[src/rtl/multicycle_controller_pkg.sv]
// Shared encodings for the multi-cycle controller: opcode fields, FSM states,
// ALU operations, datapath mux encodings and the ALU-instruction decoder.
package controller_pkg;

   localparam logic [3:0] OP_RTYPE = 4'b0000;
   localparam logic [3:0] OP_ANDI  = 4'b0001;
   localparam logic [3:0] OP_ORI   = 4'b0010;
   localparam logic [3:0] OP_XORI  = 4'b0011;
   localparam logic [3:0] OP_MEMJ  = 4'b0100;
   localparam logic [3:0] OP_ADDI  = 4'b0101;
   localparam logic [3:0] OP_SHIFT = 4'b1000;
   localparam logic [3:0] OP_SUBI  = 4'b1001;
   localparam logic [3:0] OP_CMPI  = 4'b1011;
   localparam logic [3:0] OP_BCOND = 4'b1100;
   localparam logic [3:0] OP_MOVI  = 4'b1101;
   localparam logic [3:0] OP_LUI   = 4'b1111;

   localparam logic [3:0] EXT_AND   = 4'b0001;
   localparam logic [3:0] EXT_OR    = 4'b0010;
   localparam logic [3:0] EXT_XOR   = 4'b0011;
   localparam logic [3:0] EXT_ADD   = 4'b0101;
   localparam logic [3:0] EXT_SUB   = 4'b1001;
   localparam logic [3:0] EXT_CMP   = 4'b1011;
   localparam logic [3:0] EXT_MOV   = 4'b1101;
   localparam logic [3:0] EXT_LSH   = 4'b0100;
   localparam logic [3:0] EXT_LOAD  = 4'b0000;
   localparam logic [3:0] EXT_STOR  = 4'b0100;
   localparam logic [3:0] EXT_JCOND = 4'b1100;
   localparam logic [3:0] EXT_JAL   = 4'b1000;

   typedef enum logic [3:0] {
      S_FETCH, S_DECODE, S_EXECUTE, S_WRITE, S_LOAD,
      S_STORE, S_BRANCH, S_JUMP, S_LINK, S_TRAP
   } state_t;

   typedef enum logic [2:0] {
      ALU_ADD, ALU_SUB, ALU_AND, ALU_OR, ALU_XOR, ALU_PASS_A, ALU_LSH, ALU_LUI
   } alu_op_t;

   localparam logic [1:0] A_PC       = 2'b00;
   localparam logic [1:0] A_SRC      = 2'b01;
   localparam logic [1:0] A_IMM_SEXT = 2'b10;
   localparam logic [1:0] A_IMM_ZEXT = 2'b11;
   localparam logic [1:0] B_DST      = 2'b00;
   localparam logic [1:0] B_ONE      = 2'b01;
   localparam logic [1:0] B_PC       = 2'b10;
   localparam logic [1:0] WSEL_ALU   = 2'b00;
   localparam logic [1:0] WSEL_MEM   = 2'b01;
   localparam logic [1:0] WSEL_PC    = 2'b10;
   localparam logic       ADDR_PC    = 1'b0;
   localparam logic       ADDR_DST   = 1'b1;

   typedef struct packed {
      logic [1:0] a_sel;
      logic [1:0] b_sel;
      alu_op_t    op;
      logic       flags_we;
      logic       is_cmp;
      logic       valid;
   } alu_ctrl_t;

   // ALU selects for every instruction that goes through EXECUTE; valid=0 otherwise.
   function automatic alu_ctrl_t decode_alu(input logic [3:0] opc, input logic [3:0] ext);
      alu_ctrl_t d;
      d.a_sel    = A_SRC;
      d.b_sel    = B_DST;
      d.op       = ALU_ADD;
      d.flags_we = 1'b0;
      d.is_cmp   = 1'b0;
      d.valid    = 1'b1;
      case (opc)
         OP_RTYPE: begin
            case (ext)
               EXT_ADD: d.flags_we = 1'b1;
               EXT_SUB: begin d.op = ALU_SUB; d.flags_we = 1'b1; end
               EXT_CMP: begin d.op = ALU_SUB; d.flags_we = 1'b1; d.is_cmp = 1'b1; end
               EXT_AND: d.op = ALU_AND;
               EXT_OR:  d.op = ALU_OR;
               EXT_XOR: d.op = ALU_XOR;
               EXT_MOV: d.op = ALU_PASS_A;
               default: d.valid = 1'b0;
            endcase
         end
         OP_SHIFT: begin d.op = ALU_LSH; d.valid = (ext == EXT_LSH); end
         OP_ANDI:  begin d.a_sel = A_IMM_ZEXT; d.op = ALU_AND; end
         OP_ORI:   begin d.a_sel = A_IMM_ZEXT; d.op = ALU_OR; end
         OP_XORI:  begin d.a_sel = A_IMM_ZEXT; d.op = ALU_XOR; end
         OP_ADDI:  begin d.a_sel = A_IMM_SEXT; d.flags_we = 1'b1; end
         OP_SUBI:  begin d.a_sel = A_IMM_SEXT; d.op = ALU_SUB; d.flags_we = 1'b1; end
         OP_CMPI:  begin d.a_sel = A_IMM_SEXT; d.op = ALU_SUB; d.flags_we = 1'b1; d.is_cmp = 1'b1; end
         OP_MOVI:  begin d.a_sel = A_IMM_SEXT; d.op = ALU_PASS_A; end
         OP_LUI:   begin d.a_sel = A_IMM_ZEXT; d.op = ALU_LUI; end
         default:  d.valid = 1'b0;
      endcase
      return d;
   endfunction

   // DECODE successor; S_TRAP marks an undecoded instruction.
   function automatic state_t decode_next(input logic [3:0] opc, input logic [3:0] ext);
      state_t s;
      s = S_TRAP;
      if (decode_alu(opc, ext).valid) s = S_EXECUTE;
      else if (opc == OP_BCOND) s = S_BRANCH;
      else if (opc == OP_MEMJ) begin
         case (ext)
            EXT_LOAD:  s = S_LOAD;
            EXT_STOR:  s = S_STORE;
            EXT_JCOND: s = S_JUMP;
            EXT_JAL:   s = S_LINK;
            default:   s = S_TRAP;
         endcase
      end
      return s;
   endfunction

endpackage

[src/rtl/memory_wait_counter.sv]
// Wait-state counter for memory reads; last_cycle_o marks the cycle on which
// read data is valid. Cleared whenever the controller changes state.
module memory_wait_counter #(
   parameter int unsigned MEM_WAIT_CYCLES = 0
) (
   input  logic clock,
   input  logic reset,
   input  logic clear_i,
   input  logic enable_i,
   output logic last_cycle_o
);
   logic [3:0] count_q, count_d;

   always_comb begin
      count_d = count_q;
      if (clear_i)       count_d = 4'd0;
      else if (enable_i) count_d = count_q + 4'd1;
   end

   always_ff @(posedge clock) begin
      if (!reset) count_q <= 4'd0;
      else        count_q <= count_d;
   end

   assign last_cycle_o = (count_q == 4'(MEM_WAIT_CYCLES));
endmodule

[src/rtl/multicycle_controller.sv]
// Multi-cycle control FSM for the 16-bit CPU: decodes the instruction register
// and drives datapath selects/enables. CONTROLLER_TRAP_EN enables the TRAP state.
module multicycle_controller
   import controller_pkg::*;
#(
   parameter int unsigned MEM_WAIT_CYCLES     = 0,
   parameter int unsigned ALU_OPERATION_WIDTH = 3
) (
   input  logic                           clock,
   input  logic                           reset,
   input  logic [3:0]                     instruction_operation,
   input  logic [3:0]                     instruction_operation_extra,
   input  logic                           condition_met,
   output logic [1:0]                     alu_a_select,
   output logic [1:0]                     alu_b_select,
   output logic [ALU_OPERATION_WIDTH-1:0] alu_operation,
   output logic                           address_select,
   output logic                           program_counter_write_enable,
   output logic                           program_counter_select,
   output logic                           instruction_write_enable,
   output logic                           register_write_enable,
   output logic [1:0]                     register_write_select,
   output logic                           flags_write_enable,
   output logic                           memory_write_enable,
   output logic                           illegal_instruction
);
`ifdef CONTROLLER_TRAP_EN
   localparam logic TRAP_EN = 1'b1;
`else
   localparam logic TRAP_EN = 1'b0;
`endif

   state_t    state_q, state_d, decoded;
   alu_ctrl_t alu_c;
   logic      last_cycle;

   assign alu_c   = decode_alu(instruction_operation, instruction_operation_extra);
   assign decoded = decode_next(instruction_operation, instruction_operation_extra);

   memory_wait_counter #(.MEM_WAIT_CYCLES(MEM_WAIT_CYCLES)) u_wait (
      .clock        (clock),
      .reset        (reset),
      .clear_i      (state_d != state_q),
      .enable_i     ((state_q == S_FETCH) || (state_q == S_LOAD)),
      .last_cycle_o (last_cycle)
   );

   always_comb begin
      state_d = state_q;
      case (state_q)
         S_FETCH:   if (last_cycle) state_d = S_DECODE;
         S_DECODE:  state_d = (decoded == S_TRAP && !TRAP_EN) ? S_FETCH : decoded;
         S_EXECUTE: state_d = alu_c.is_cmp ? S_FETCH : S_WRITE;
         S_LOAD:    if (last_cycle) state_d = S_FETCH;
         S_TRAP:    state_d = S_TRAP;
         default:   state_d = S_FETCH;
      endcase
   end

   always_ff @(posedge clock) begin
      if (!reset) state_q <= S_FETCH;
      else        state_q <= state_d;
   end

   logic [1:0] a_sel, b_sel, wsel;
   logic [2:0] op;
   logic       addr, pc_we, pc_sel, ir_we, reg_we, flags_we, mem_we, ill;

   always_comb begin
      a_sel = A_PC;  b_sel = B_DST;  op = ALU_ADD;  wsel = WSEL_ALU;
      addr = ADDR_PC;  pc_we = 1'b0;  pc_sel = 1'b0;  ir_we = 1'b0;
      reg_we = 1'b0;  flags_we = 1'b0;  mem_we = 1'b0;  ill = 1'b0;
      case (state_q)
         S_FETCH: if (last_cycle) begin
            a_sel = A_PC;  b_sel = B_ONE;  op = ALU_ADD;
            ir_we = 1'b1;  pc_we = 1'b1;
         end
         S_EXECUTE: begin
            a_sel = alu_c.a_sel;  b_sel = alu_c.b_sel;  op = alu_c.op;
            flags_we = alu_c.flags_we;
         end
         S_WRITE: begin
            a_sel = alu_c.a_sel;  b_sel = alu_c.b_sel;  op = alu_c.op;
            reg_we = 1'b1;  wsel = WSEL_ALU;
         end
         S_LOAD: begin
            addr = ADDR_DST;
            if (last_cycle) begin reg_we = 1'b1; wsel = WSEL_MEM; end
         end
         S_STORE: begin addr = ADDR_DST; mem_we = 1'b1; end
         // PC already points past the branch, so target = PC + sign-extended displacement.
         S_BRANCH: if (condition_met) begin
            a_sel = A_IMM_SEXT;  b_sel = B_PC;  op = ALU_ADD;  pc_we = 1'b1;
         end
         S_JUMP: if (condition_met) begin pc_we = 1'b1; pc_sel = 1'b1; end
         S_LINK: begin
            reg_we = 1'b1;  wsel = WSEL_PC;  pc_we = 1'b1;  pc_sel = 1'b1;
         end
         S_TRAP:  ill = TRAP_EN;
         default: ;
      endcase
   end

   assign alu_a_select                 = reset ? a_sel : 2'b00;
   assign alu_b_select                 = reset ? b_sel : 2'b00;
   assign alu_operation                = reset ? ALU_OPERATION_WIDTH'(op) : '0;
   assign address_select               = reset & addr;
   assign program_counter_write_enable = reset & pc_we;
   assign program_counter_select       = reset & pc_sel;
   assign instruction_write_enable     = reset & ir_we;
   assign register_write_enable        = reset & reg_we;
   assign register_write_select        = reset ? wsel : 2'b00;
   assign flags_write_enable           = reset & flags_we;
   assign memory_write_enable          = reset & mem_we;
   assign illegal_instruction          = reset & ill;
endmodule

[config.mk]
export PLATFORM = sky130hd
export DESIGN_NAME = multicycle_controller
export DESIGN_NICKNAME = d
export VERILOG_FILES = /design/src/rtl/multicycle_controller_pkg.sv /design/src/rtl/memory_wait_counter.sv /design/src/rtl/multicycle_controller.sv
export SDC_FILE = /design/constraint.sdc
export NUM_CORES = 1
export LEC_CHECK = 0
export ABC_AREA = 0
export ABC_CLOCK_PERIOD_IN_PS = 4000
export CAP_MARGIN = 20
export CORE_AREA = 3 3 43 60
export DETAILED_ROUTE_END_ITERATION = 16
export DIE_AREA = 0 0 46 63
export GPL_ROUTABILITY_DRIVEN = 0
export MAX_ROUTING_LAYER = met4
export PLACE_DENSITY = 0.88
export SYNTH_ARGS = -nofsm -noshare
export SYNTH_HDL_FRONTEND = slang
export SYNTH_SLANG_ARGS = --single-unit
[constraint.sdc]
create_clock -name clock -period 4 [get_ports clock]
set_input_delay 0.8 -clock clock [delete_from_list [all_inputs] [get_ports clock]]
set_output_delay 0.8 -clock clock [all_outputs]
set_load 0.02 [all_outputs]
; Yosys cells after proc, flatten, opt, wreduce, memory -nomap -nowiden
; Cells that the tools add are included.
[word_totals]
out_inout_bits = 17
inputBits = 11
regBits = 8
elab_cells = 98
[classes]
eq_ne = 32
mux = 37
bitwise = 8
reduce_logical = 18
n_addsub = 1
[ops]
columns = operator, n
row1 = $eq A4 B4 Y1 const B, 14
row2 = $eq A4 B3 Y1 const B, 8
row3 = $eq A4 B2 Y1 const B, 6
row4 = $mux W4, 6
row5 = $pmux W3 S8, 1
row6 = $pmux W4 S5, 1
row7 = $logic_not A4 Y1, 4
row8 = $pmux W2 S2, 4
row9 = $pmux W4 S4, 1
row10 = $pmux W3 S5, 1
row11 = $reduce_or A2 Y1, 7
row12 = $eq A4 B1 Y1 const B, 3
row13 = $mux W1, 10
row14 = $mux W2, 5
row15 = $pmux W1 S2, 4
row16 = $reduce_or A4 Y1, 2
row17 = $reduce_or A8 Y1, 1
row18 = $and A1 B1 Y1, 7
row19 = $reduce_or A7 Y1, 1
row20 = $mux W3, 2
row21 = $pmux W1 S3, 2
row22 = $reduce_or A3 Y1, 2
row23 = $add A4 B1 Y4 const B, 1
row24 = $ne A4 B4 Y1, 1
row25 = 2 further kinds, 2

; Depth between registers and ports, before layout
; Gate-level depths: netlist of run 1.
[logic_depth]
depth_word = 10
ltp_mapped = 7
depth_no_buf = 7

; Modules after synthesis
; From an unflattened synthesis of run 1, not the netlist that was laid out.
[unflattened]
hier_cells = 141
hier_area_um2 = 1033.5
[modules_own_cells]
columns = module, seq_area_each_um2, area_per_inst_um2, instances, cells_per_inst
row1 = multicycle_controller, 80.1, 824.5, 1, 120
row2 = memory_wait_counter, 80.1, 209.0, 1, 21

; Least setup slack after synthesis of run 1
; Ideal clock, no wire load.
[synth_timing]
path_kind = input-to-output
from = in instruction_operation_extra[0]
to = out flags_write_enable
path_buffers = 1
required_ns = 3.200
setup_slack_ns = 1.104
path_stages = 5
arrival_time_ns = 2.096
cell_sequence = buf_6 -> or3b_4 -> a2111oi_0 -> a21oi_1 -> nor3_1
[synth_between]
elab_chain_cells = 6
elab_cells_between_ends = 8
cone_classes = eq/ne: 3 / mux: 3 / bitwise: 1 / reduce/logical: 1
[synth_lines]
columns = element, line_no
row1 = "start, declared", multicycle_controller.sv:12  ; input logic [3:0] instruction_operation_extra,
row2 = $eq A4 B4 Y1 or $eq A4 B3 Y1 (tied branches), multicycle_controller_pkg.sv:73  ; case (ext)
row3 = $reduce_or A3 Y1 (no line) *, -
row4 = $mux W1 *, multicycle_controller_pkg.sv:73
row5 = $pmux W1 S2 *, multicycle_controller_pkg.sv:71  ; case (opc)
row6 = $mux W1 *, multicycle_controller.sv:73  ; case (state_q)
row7 = $and A1 B1 Y1 *, multicycle_controller.sv:113  ; assign flags_write_enable = reset & flags_we;
row8 = "end, declared", multicycle_controller.sv:23  ; output logic flags_write_enable,
; Mark *: on every way between the ends. The rest lies on a longest branch, timed or not.

; Final worst setup path of run 1
[layout_timing]
from = in instruction_operation_extra[1]
to = out flags_write_enable
; Same word-level chain as after synthesis.

==> results_dict.tcl, run 1 <==
set metrics [dict create \
    status "completed" \
    use_met3_pct 0.865 \
    crit_chain "clkdlybuf4s50_1 > nor2_1 > nand2_1 > a2111oi_0 > a21oi_1 > nor3_1 > clkdlybuf4s50_1" \
    start_util_pct 49.1 \
    yosys.cell_count.top_type "nor2_1" \
    finalCriticalPeriod_ns 3.65 \
    tightest_slew_ns 0.651 \
    synthTopCellsByArea "dfxtp_1, nor2_1, a21oi_1" \
    cp.depth 7 \
    die_w_um 46 \
    powerDensity_nw_per_um2 282 \
    num_rows 20 \
    critPathBufInv 2 \
    synth.top_cell.area_share_pct 15.2 \
    leakage_nw 0.471 \
    crit_type "in -> out" \
    cts_buffers 3 \
    synth.distinct_cells 49 \
    num_vias 1221 \
    rsz0062_at_grt "false" \
    finalNetCount 191 \
    synthAdderAreaFrac_pct 2.37 \
    end_kind "output port" \
    io_pins 28 \
    cts_root_buffer "clkbuf_4" \
    critPathMostFrequentCell "clkdlybuf4s50_1" \
    drtAntennaViolNets 0 \
    syn2layout_area_growth_pct 25.2 \
    clock_tree.buffer_depth 2 \
    fmax_mhz 274 \
    antenna_found_initial 0 \
    post-route-util_pct 61.5 \
    max_cap_viol_count 0 \
    dieHeight_um 63 \
    insertion_delay_ns 0.25 \
    route.detailed.drc 0 \
    netlist_area_um2 1060 \
    drive_above_1_share_pct 9.09 \
    ys_seq_area_share_pct 15.2 \
    synth_mux_area_share_pct 0 \
    synth-compound-area-share_pct 29.6 \
    synth_top_area_cell "dfxtp_1" \
    synth.avg_cell_area_um2 6.77 \
    post-route-period-util_pct 91.1 \
    cp_max_fo 10 \
    cts_sinks 8 \
    synthTopCellsByCount "nor2_1, a21oi_1, nand2_1, nor3_1" \
    hold_path_depth 2 \
    path_clk_slew_ns 0.05 \
    slowest_delay_ns 0.63 \
    dieArea_um2 2900 \
    maxSlewViolCount 0 \
    post_cts_resize_count 0 \
    grt_util_met1_pct 21.4 \
    use_met2_pct 36.9 \
    synth_top_family_by_area "simple AND/OR/NAND/NOR gates" \
    grt_pass1_wl_um 4700 \
    hold_path.class "reg -> reg" \
    required_ns 3.20 \
    reg2reg_setup_slack_ns 2.00 \
    synth-simple-area-share_pct 39.7 \
    tns_ns 0 \
    ys_warn_count 0 \
    setup_viol 0 \
    r2r_cells 6 \
    post_cts_buffers 0 \
    overflow 0 \
    tritoncts "built" \
    coreArea_um2 2150 \
    top_usage_layer "met2" \
    grt_pass1_vias 1188 \
    cp_slowest_cell "clkdlybuf4s50_1" \
    synthCells 156 \
    synth_xor_area_share_pct 3.32 \
    ir_worst_vdd_uv 275 \
    htreeDepth 1 \
    finalHoldViolCount 0 \
    grt_max_degree 17 \
    cpLargestDelayFamily "buffers and inverters" \
    diodes 0 \
    slew_headroom_pct 56.5 \
    synthArstFlopShare_pct 0 \
    drtIter0Drc 23 \
    setup.worst_path.start_class "primary input" \
    wirelength_um 2830 \
    first_pass_iters 4 \
    synth_edf_count 0 \
    yosys_register_bits 8 \
    worst_ep_arrival_time_ns 2.85 \
    synth.net_count 169 \
    synth-main-ff-cell "dfxtp_1" \
    dp_hpwl_um 2250 \
    wl_per_cell_um 14.3 \
    port_buffers 26 \
    via_per_inst 6.17 \
    grt_usage_pct 21.2 \
    fin_skew_ns 0.00543 \
    cts_hold_buf 0 \
]
[registers in the layout, indices dropped and copies added, names as in the netlist]
name / count
state_q: 4
u_wait.count_q: 4
[report_power, final]
part / switching, W / total, W / internal (W)
combinational: 0.000114 / 0.000201 / 0.0000870
clock: 0.0000263 / 0.0000606 / 0.0000343
sequential: 0.0000233 / 0.000112 / 0.0000882
[per-stage QoR]
stage               power, W  instances  hold WS [ns]  setup slack, ns  instance area [µm²]
floorplan           0.000253        156         0.529             1.10                 1060
global placement    0.000303        195         0.549            0.353                 1300
detailed placement  0.000313        195         0.569            0.368                 1300
CTS                 0.000374        198         0.582            0.358                 1320
global route        0.000403        198         0.623            0.175                 1320
finish              0.000373        198         0.580            0.355                 1320
[worst reg2reg max path, cell delays in order (launching register included)]
cell and delay [ns]:
dfxtp_1 0.34, inv_1 0.07, ha_1 0.13, nor3b_1 0.55, nand3_1 0.26, a31oi_1 0.43, nor3_1 0.10
[placed cells by master, fill, tap and decap left out, types with 6 or more instances in the layout]
| cell type | instances |
|---|---|
| clkdlybuf4s50_1 | 26 |
| nand2_1 | 14 |
| nor2_1 | 20 |
| nor3_1 | 12 |
| nand2b_1 | 8 |
| nand3_1 | 6 |
| o21ai_0 | 6 |
| a21oi_1 | 14 |
| dfxtp_1 | 8 |
[cell families (layout without fill, tap and decap cells)]
kind of cell	after synthesis	in the layout
AO/OA/AOI/OAI	43	43
XOR/XNOR	4	4
adder cells (fa/ha/maj)	2	2
buffers and inverters	19	39
flip-flops	8	8
other	1	1
AND/OR/NAND/NOR	79	79
[final timing paths]
kind                                       start                              to
setup / recovery  instruction_operation_extra[1]              flags_write_enable
hold / removal    u_wait.count_q[3]$_SDFFE_PP0P_  u_wait.count_q[3]$_SDFFE_PP0P_
setup reg to reg  u_wait.count_q[0]$_SDFFE_PP0P_  u_wait.count_q[3]$_SDFFE_PP0P_
hold reg to reg   u_wait.count_q[3]$_SDFFE_PP0P_  u_wait.count_q[3]$_SDFFE_PP0P_
[cell type report]
type / instances / area, µm²
timing repair buffer: 31 / 298
fill: 197 / 830
inverter: 5 / 18.8
sequential: 8 / 160
multi-input combinational: 129 / 796
clock buffer: 3 / 22.5
tap: 22 / 27.5
[metal layers]
metal,up-vias,part of all wire (%)
met5,-,0
met4,0,3.7
met3,16,4.8
met2,46,55
met1,557,36
li1,602,-
No activity file was read; power rests on OpenSTA's default activity.
==> inputs of run 2 (changes only) <==
CORE_AREA = 2 2 42 59   (was 3 3 43 60)
DIE_AREA = 0 0 44 61   (was 0 0 46 63)
==> run 2 against run 1 <==
  * Utilization is 0.35 points higher
  * Largest power group unchanged
  * Critical endpoint unchanged
  * Highest routed layer unchanged
  * Clock skew rose by 0.0021 ns
  * First-iteration DRC count decreased by 4.3%
  * Clock power rose by 2%
  * Count of clock-buffer cells in the layout is the same
  * Die area is 7.4% lower
  * Cell area grew 0.57%
==> results_dict.tcl, run 2 (synthesized netlist as in run 1, its figures left out) <==
set metrics [dict create \
    wirelength_um 2740 \
    cp_max_fo 6 \
    clock_tree.buffer_depth 2 \
    fin_hold_ws_ns 0.590 \
    hold_path.class "reg -> reg" \
    worst_ep_arrival_time_ns 2.94 \
    htreeDepth 1 \
    diodes 0 \
    coreArea_um2 2150 \
    dieArea_um2 2680 \
    end_kind "output port" \
    tns_ns 0 \
    via_per_inst 6.08 \
    maxSlewViolCount 0 \
    p_int_w 0.000210 \
    slew_headroom_pct 58.6 \
    overflow 0 \
    path_clk_slew_ns 0.05 \
    syn2layout_area_growth_pct 25.9 \
    num_rows 20 \
    drtIter0Drc 22 \
    cts_hold_buf 0 \
    post_cts_resize_count 0 \
    finalHoldViolCount 0 \
    io_pins 28 \
    fmax_mhz 267 \
    pwr-share-seq_pct 29.7 \
    finalCriticalPeriod_ns 3.74 \
    p_sw_share_pct 43.6 \
    cts_root_buffer "clkbuf_4" \
    required_ns 3.20 \
    tightest_slew_ns 0.620 \
    drive_above_1_share_pct 9.60 \
    post_cts_buffers 0 \
    setup_viol 0 \
    port_buffers 26 \
    clock_power_share_pct 16.6 \
    powerDensity_nw_per_um2 280 \
    die_w_um 44 \
    route.detailed.drc 0 \
    hold_start "u_wait.count_q[0]$_SDFFE_PP0P_" \
    grt_pass1_vias 1097 \
    dp_hpwl_um 2180 \
    num_vias 1209 \
    leakage_nw 0.476 \
    r2r_start "u_wait.count_q[1]$_SDFFE_PP0P_" \
    antenna_found_initial 0 \
    grt_pass1_wl_um 4640 \
    cts_buffers 3 \
    nFillCells 196 \
    post-route-util_pct 61.8 \
    wl_per_cell_um 13.8 \
    hold_path_end "u_wait.count_q[0]$_SDFFE_PP0P_" \
    start_util_pct 49.1 \
    insertion_delay_ns 0.26 \
    crit_type "in -> out" \
    post-route-period-util_pct 93.5 \
    reg2reg_setup_slack_ns 2.04 \
    mostFrequentLayoutCell "clkdlybuf4s50_1" \
    drtAntennaViolNets 0 \
    grt_max_degree 19 \
    first_pass_iters 4 \
    rsz0062_at_grt "false" \
    setup.worst_path.start_class "primary input" \
    ir_worst_vdd_uv 224 \
    cts_sinks 8 \
    dieHeight_um 61 \
    power.switching_w 0.000162 \
    tritoncts "built" \
    max_cap_viol_count 0 \
    largestRegisters "state_q: 4 flops, u_wait.count_q: 4 flops" \
    hold_path_depth 2 \
    grt_usage_pct 23.2 \
    r2r-end "u_wait.count_q[0]$_SDFFE_PP0P_" \
    fin_skew_ns 0.00753 \
    r2r_cells 6 \
    status "completed" \
    final_cell_mix "clkdlybuf4s50_1, nor2_1, nand2_1, a21oi_1, nor3_1" \
    finalNetCount 192 \
    combPwrFrac_pct 53.7 \
]
-- run 2: changes by cell type in the layout (fill, tap and decap cells not counted), sizes merged --
cell	change
buf	+1
-- run 2: worst max-delay path by stage --
stage,from,to,slack [ns],depth (start not counted)
CTS,instruction_operation_extra[0],flags_write_enable,0.26,6
floorplan,instruction_operation_extra[0],flags_write_enable,1.10,5
global route,instruction_operation_extra[0],flags_write_enable,0.17,6
detailed placement,instruction_operation_extra[0],flags_write_enable,0.27,6
finish,instruction_operation_extra[0],flags_write_enable,0.26,6
global placement,instruction_operation_extra[0],flags_write_enable,0.28,6
-- run 2: metal layers --
layer | vias up | routed length [µm] | track usage, %
li1 | 609 | - | -
met1 | 563 | 1040 | 23.0
met2 | 29 | 1570 | 44.7
met3 | 8 | 70 | 2.08
met4 | 0 | 58 | 9.96
met5 | - | 0 | -
-- run 2: power by group through the flow --
stage | Combinational (W) | Clock [W] | Sequential (W)
floorplan | 0.000156 | 0 | 0.0000968
global placement | 0.000193 | 0 | 0.000111
detailed placement | 0.000199 | 0 | 0.000111
CTS | 0.000200 | 0.0000646 | 0.000110
global route | 0.000221 | 0.0000700 | 0.000113
finish | 0.000200 | 0.0000619 | 0.000111
-- run 2: area by class of cell --
type | count | area (µm²) | share of cell area (%)
clock buffer | 3 | 22.5 | 1.69
inverter | 5 | 18.8 | 1.41
multi-input combinational | 129 | 796 | 59.8
sequential | 8 | 160 | 12.0
tap | 22 | 27.5 | 2.07
timing repair buffer | 32 | 305 | 23.0
-- run 2: worst max-delay path: stages --
cell	delay (ns)
clkdlybuf4s50_1	0.56
or3b_4	0.43
a2111oi_0	0.29
a21oi_1	0.07
nor3_1	0.15
clkdlybuf4s50_1	0.63
-- run 2: per-stage QoR --
stage / power [W] / cell area, µm² / std cells / worst slack, ns
after floorplan: 0.000253 / 1060 / 156 / 1.10
after global placement: 0.000304 / 1310 / 196 / 0.278
after detailed placement: 0.000311 / 1310 / 196 / 0.269
after CTS: 0.000374 / 1330 / 199 / 0.258
after global routing: 0.000404 / 1330 / 199 / 0.171
final: 0.000373 / 1330 / 199 / 0.259
